<file path="src/rtl/thermostat_ctrl.sv">
// thermostat_ctrl: periodic sensor sampler with 4-sample running average and hysteretic heat/cool control
module thermostat_ctrl #(
    parameter int SAMPLE_DIV  = 100000000,
    parameter int HYST        = 2,
    parameter int ACK_TIMEOUT = 1024
) (
    input  logic        i_clk,
    input  logic        i_reset,
    input  logic        i_enable,
    input  logic [7:0]  i_setpoint,
    output logic        o_rd_req,
    input  logic        i_rd_ack,
    input  logic [12:0] i_rd_data,
    output logic [12:0] o_temp_avg,
    output logic        o_sample_valid,
    output logic [1:0]  o_mode,
    output logic        o_heat_on,
    output logic        o_cool_on,
    output logic        o_sensor_fault
);
    localparam int CMAX = SAMPLE_DIV > ACK_TIMEOUT ? SAMPLE_DIV : ACK_TIMEOUT;
    localparam int CW = CMAX > 2 ? $clog2(CMAX) : 1;
    localparam logic [CW-1:0] TICK_END = CW'(SAMPLE_DIV - 1);
    localparam logic [CW-1:0] ACK_END = CW'(ACK_TIMEOUT - 1);
    localparam logic [1:0] S_WAIT = 2'd0, S_REQ = 2'd1, S_UPD = 2'd2;
    localparam logic [1:0] M_IDLE = 2'd0, M_HEAT = 2'd1, M_COOL = 2'd2;

    logic [1:0]         r_state, w_state_nx;
    logic [CW-1:0]      r_cnt, w_cnt_nx;
    logic               w_accept, w_timeout;
    logic [12:0]        r_buf [4];
    logic [1:0]         r_wp;
    logic               r_filled;
    logic [14:0]        r_sum, w_sum_nx;
    logic [12:0]        r_avg;
    logic               r_valid, r_fault;
    logic [1:0]         r_mode, w_mode_nx;
    logic               r_heat, r_cool;
    logic signed [13:0] w_avg, w_sp, w_lo, w_hi;

    assign w_accept  = i_enable && r_state == S_REQ && i_rd_ack;
    assign w_timeout = i_enable && r_state == S_REQ && !i_rd_ack && r_cnt == ACK_END;

    // One counter serves as the sample-period tick in WAIT and the ack timer in REQ
    always_ff @(posedge i_clk) begin
        if (i_reset) begin
            r_state <= S_WAIT;
            r_cnt   <= '0;
        end else begin
            r_state <= w_state_nx;
            r_cnt   <= w_cnt_nx;
        end
    end

    always_comb begin
        w_state_nx = S_WAIT;
        w_cnt_nx   = '0;
        if (i_enable && r_state == S_WAIT) begin
            w_state_nx = r_cnt == TICK_END ? S_REQ : S_WAIT;
            w_cnt_nx   = r_cnt == TICK_END ? '0 : r_cnt + 1'b1;
        end else if (i_enable && r_state == S_REQ) begin
            w_state_nx = w_accept ? S_UPD : w_timeout ? S_WAIT : S_REQ;
            w_cnt_nx   = (w_accept || w_timeout) ? '0 : r_cnt + 1'b1;
        end
    end

    always_comb o_rd_req = r_state == S_REQ;

    // An empty buffer is flooded with the first sample so the average starts at that value
    assign w_sum_nx = r_filled ? r_sum - 15'(r_buf[r_wp]) + 15'(i_rd_data) : {i_rd_data, 2'b00};

    always_ff @(posedge i_clk)
        if (!i_reset && w_accept)
            for (int i = 0; i < 4; i++)
                if (!r_filled || r_wp == 2'(i)) r_buf[i] <= i_rd_data;

    always_ff @(posedge i_clk) begin
        if (i_reset) begin
            r_filled <= 1'b0;
            r_wp     <= '0;
            r_sum    <= '0;
            r_avg    <= '0;
            r_valid  <= 1'b0;
            r_fault  <= 1'b0;
        end else begin
            r_valid <= w_accept;
            r_fault <= w_timeout ? 1'b1 : w_accept ? 1'b0 : r_fault;
            if (w_accept) begin
                r_filled <= 1'b1;
                r_wp     <= r_wp + 1'b1;
                r_sum    <= w_sum_nx;
                r_avg    <= w_sum_nx[14:2];
            end
        end
    end

    assign o_temp_avg     = r_avg;
    assign o_sample_valid = r_valid;
    assign o_sensor_fault = r_fault;

    // Signed 14-bit thresholds keep setpoint-HYST from wrapping when setpoint < HYST
    assign w_avg = {1'b0, r_avg};
    assign w_sp  = {6'b0, i_setpoint};
    assign w_lo  = w_sp - 14'(HYST);
    assign w_hi  = w_sp + 14'(HYST);

    always_ff @(posedge i_clk) begin
        if (i_reset) begin
            r_mode <= M_IDLE;
            r_heat <= 1'b0;
            r_cool <= 1'b0;
        end else begin
            r_mode <= w_mode_nx;
            r_heat <= w_mode_nx == M_HEAT;
            r_cool <= w_mode_nx == M_COOL;
        end
    end

    always_comb begin
        w_mode_nx = r_mode;
        if (!i_enable || w_timeout)
            w_mode_nx = M_IDLE;
        else if (r_valid)
            w_mode_nx = r_mode == M_IDLE ? (w_avg < w_lo ? M_HEAT : w_avg > w_hi ? M_COOL : M_IDLE) :
                        r_mode == M_HEAT ? (w_avg >= w_sp ? M_IDLE : M_HEAT) :
                        (r_mode == M_COOL && w_avg > w_sp) ? M_COOL : M_IDLE;
    end

    always_comb begin
        o_mode    = r_mode;
        o_heat_on = r_heat;
        o_cool_on = r_cool;
    end
endmodule

</file>
<file path="config.mk">
export PLATFORM = sky130hd
export DESIGN_NAME = thermostat_ctrl
export DESIGN_NICKNAME = d
export VERILOG_FILES = /design/src/rtl/thermostat_ctrl.sv
export SDC_FILE = /design/constraint.sdc
export NUM_CORES = 1
export LEC_CHECK = 0
export CAP_MARGIN = 20
export CORE_MARGIN = 2
export CORE_UTILIZATION = 60
export CTS_CLUSTER_DIAMETER = 200
export CTS_CLUSTER_SIZE = 10
export DETAILED_ROUTE_END_ITERATION = 8
export GPL_ROUTABILITY_DRIVEN = 1
export GPL_TIMING_DRIVEN = 0
export PLACE_DENSITY = 0.85
export SLEW_MARGIN = 15
export SYNTH_ARGS = -nofsm -noshare
export SYNTH_HDL_FRONTEND = slang
export SYNTH_SLANG_ARGS = --single-unit
</file>
<file path="constraint.sdc">
create_clock -name i_clk -period 12 [get_ports i_clk]
set_clock_uncertainty 0.1 [all_clocks]
set_input_delay 2.4 -clock i_clk [delete_from_list [all_inputs] [get_ports i_clk]]
set_output_delay 2.4 -clock i_clk [all_outputs]
set_load 0.02 [all_outputs]
</file>
==> results_dict.tcl <==
set metrics [dict create \
    vias 4748 \
    ant_nets 0 \
    cp.arrival_ns 5.71 \
    die_h_um 106 \
    run_status "complete, no violations" \
    maxCapViolations 0 \
    worstSkewPairLatency_ns 0.39 \
    synth.net_count 698 \
    numCtsBuffers 9 \
    place_ws_ns 6.16 \
    setup_viol 0 \
    tightest_slew_ns 0.973 \
    rsz0062_at_grt "no" \
    swShare 0.242 \
    clkTransAtPathRegs_ns 0.10 \
    endpoint "r_sum[13]" \
    syn_avg_cell_area_um2 10.3 \
    cts_resized 0 \
    layout-drive-gt1-share 0.0905 \
    hold_path_depth 1 \
    grt_overflow 0 \
    initial_core_util 0.615 \
    p_switching_mw 0.156 \
    synth_cell_types 65 \
    clockPowerShare 0.314 \
    grt_max_degree 17 \
    period_share 0.462 \
    cp-start-kind "input port" \
    ys_seq_elements 107 \
    yosysWarnings 0 \
    hold_buffers 0 \
    p_seq_frac 0.594 \
    power.density_mw_per_mm2 90.4 \
    vias_per_cell 5.86 \
    grt_pass1_wl_mm 23.5 \
    drt_pass1_iterations 8 \
    detailed_place_hpwl_mm 10.8 \
    routedWlPerCell_um 17.5 \
    first_global_vias 4880 \
    r2r_setup_slack_ns 7.39 \
    drt_iter0_markers 258 \
    synth_area_leaders "edfxtp_1 (25%), dfxtp_1 (18%), ha_1 (9.7%), inv_1 (4.8%), mux4_2 (4.7%)" \
    finalPower_mw 0.644 \
    critical_path_class "in2reg" \
    grt_usage 0.268 \
    synth_top_area_cell "edfxtp_1" \
    gp_congestion 0.903 \
    final.min_clock_period_ns 5.55 \
    required_ns 12.17 \
    setup_slack_ns 6.45 \
    vdd_drop_max_mv 0.0831 \
    cts_tree "yes" \
    end_kind "register" \
    synth_top_area_share 0.248 \
    core_area_mm2 0.0102 \
    synth_flop_cell "dfxtp_1" \
    p_leak_nw 2.73 \
    cts.sinks 107 \
    postLayoutCoreUtil 0.696 \
    max_slew_margin 0.351 \
    critPathLaunch "i_rd_data[2]" \
    syn_area_mm2 0.00629 \
    fin_setup_tns_ns 0 \
    num_rows 37 \
    worst-path-max-fanout 6 \
    drcViolationCount 0 \
    netlist_instances 611 \
    synth_edf_count 52 \
    timing.rr.end "r_sum[13]" \
    yosysSeqAreaShare 0.423 \
    die_x_um 106 \
    pin_count 45 \
    final_nets 756 \
    n_antenna_cell 0 \
    clockBufferDepth 2 \
    htree_levels 3 \
    max_freq_mhz 180 \
    synth_most_common_cell "inv_1" \
    fin_hold_ws_ns 0.363 \
    drt_wl_total_mm 14.2 \
    reg2regPathDepth 11 \
    synth-async-reset-ratio 0 \
    netlist_top_cells_count "inv_1 (80), nor2_1 (56), dfxtp_1 (55)" \
    grt_antenna_before_repair 0 \
    dieArea_mm2 0.0113 \
    p_comb_frac 0.092 \
    slew_viol_final 0 \
    fillers 771 \
    postCtsSetupBuffers 0 \
    hold_class "reg2reg" \
    io_buffers 43 \
    root_buffer "clkbuf_8" \
    syn2layout_area_growth_pct 13.2 \
    hold_viol 0 \
    p_int_mw 0.488 \
]
[kinds of logic (layout without fill, tap and decap cells)]
logic type               count (synthesis)  count (layout)  synth area share
flip-flops                             107             107             0.423
multiplexers                            19              19            0.0561
buffers and inverters                  109             172            0.0792
AO/OA/AOI/OAI                           92              92            0.0977
AND/OR/NAND/NOR                        178             178             0.144
adder cells (fa/ha/maj)                 62              62             0.139
XOR/XNOR                                44              44            0.0613
[sequential cells by signal (all words and copies together) (netlist names), named ones only]
| register | flops |
|---|---|
| r_buf | 52 |
| r_cnt | 27 |
| r_sum | 15 |
| o_mode | 2 |
| r_state | 2 |
| r_wp | 2 |
| o_cool_on | 1 |
| o_heat_on | 1 |
| o_sample_valid | 1 |
| o_sensor_fault | 1 |
| r_filled | 1 |
[layout make-up]
| cell class | count | area [um^2] | area share |
|---|---|---|---|
| clock inverter | 5 | 30.0 | 0.00422 |
| inverter | 81 | 304 | 0.0427 |
| tap | 136 | 170 | 0.0239 |
| clock buffer | 11 | 141 | 0.0198 |
| buffer | 28 | 194 | 0.0272 |
| sequential | 107 | 2660 | 0.374 |
| multi-input combinational | 395 | 3150 | 0.442 |
| timing repair buffer | 47 | 475 | 0.0667 |
[critical path: stages]
cell             delay (ns)
clkdlybuf4s50_1        0.57
inv_1                  0.10
fa_1                   0.54
inv_1                  0.05
ha_1                   0.36
inv_1                  0.08
o32ai_1                0.66
o41a_1                 0.25
a21oi_1                0.11
xor2_1                 0.16
a2111oi_0              0.42
[cells in the final DEF, fill, tap and decap left out, drive strengths merged, types with 4 or more instances in the layout]
master and count:
dfxtp 55, nand2 29, a211o 4, nand2b 6, clkinv 4, or3 5
nand3 27, a21o 4, ha 49, mux4 13, buf 22, mux2i 6
fa 13, clkbuf 21, nor3 13, o21ai 12, and3 7, nand4 7
clkdlybuf4s50 43, nor2 56, a21oi 31, inv 81, xor2 20, and2 4
edfxtp 52, a211oi 8, xnor2 24, nor4 7
[layer usage]
metal | vias to the layer above | global-route usage | share of wire
met4 | 0 | 0.125 | 0.039
met1 | 2306 | 0.325 | 0.41
met5 | - | 0 | 0
met3 | 36 | 0.0552 | 0.056
met2 | 153 | 0.458 | 0.49
li1 | 2253 | - | -
[worst min-delay path by stage]
| stage | start | end | slack (ns) |
|---|---|---|---|
| 6_report | r_cnt[0] | r_cnt[0] | 0.36 |
| 5_1_grt | r_sum[1] | r_sum[1] | 0.39 |
| 4_1_cts | r_cnt[0] | r_cnt[0] | 0.37 |
| 3_5_place_dp | r_cnt[0] | r_cnt[0] | 0.35 |
| 3_3_place_gp | r_sum[0] | r_sum[0] | 0.34 |
| 2_1_floorplan | r_cnt[0] | r_cnt[0] | 0.33 |
[through the flow]
stage / std cells / area [um^2]
floorplan: 611 / 6290
global placement: 790 / 6890
detailed placement: 794 / 6950
CTS: 810 / 7120
global route: 810 / 7120
finish: 810 / 7120
[power groups by stage]
stage | clock, mW | sequential [mW] | combinational (mW)
after global routing | 0.217 | 0.382 | 0.0660
after detailed placement | 0 | 0.391 | 0.0582
after CTS | 0.204 | 0.382 | 0.0586
final | 0.202 | 0.382 | 0.0594
after floorplan | 0 | 0.391 | 0.0366
after global placement | 0 | 0.391 | 0.0547
No activity file was read; power rests on OpenSTA's default activity.
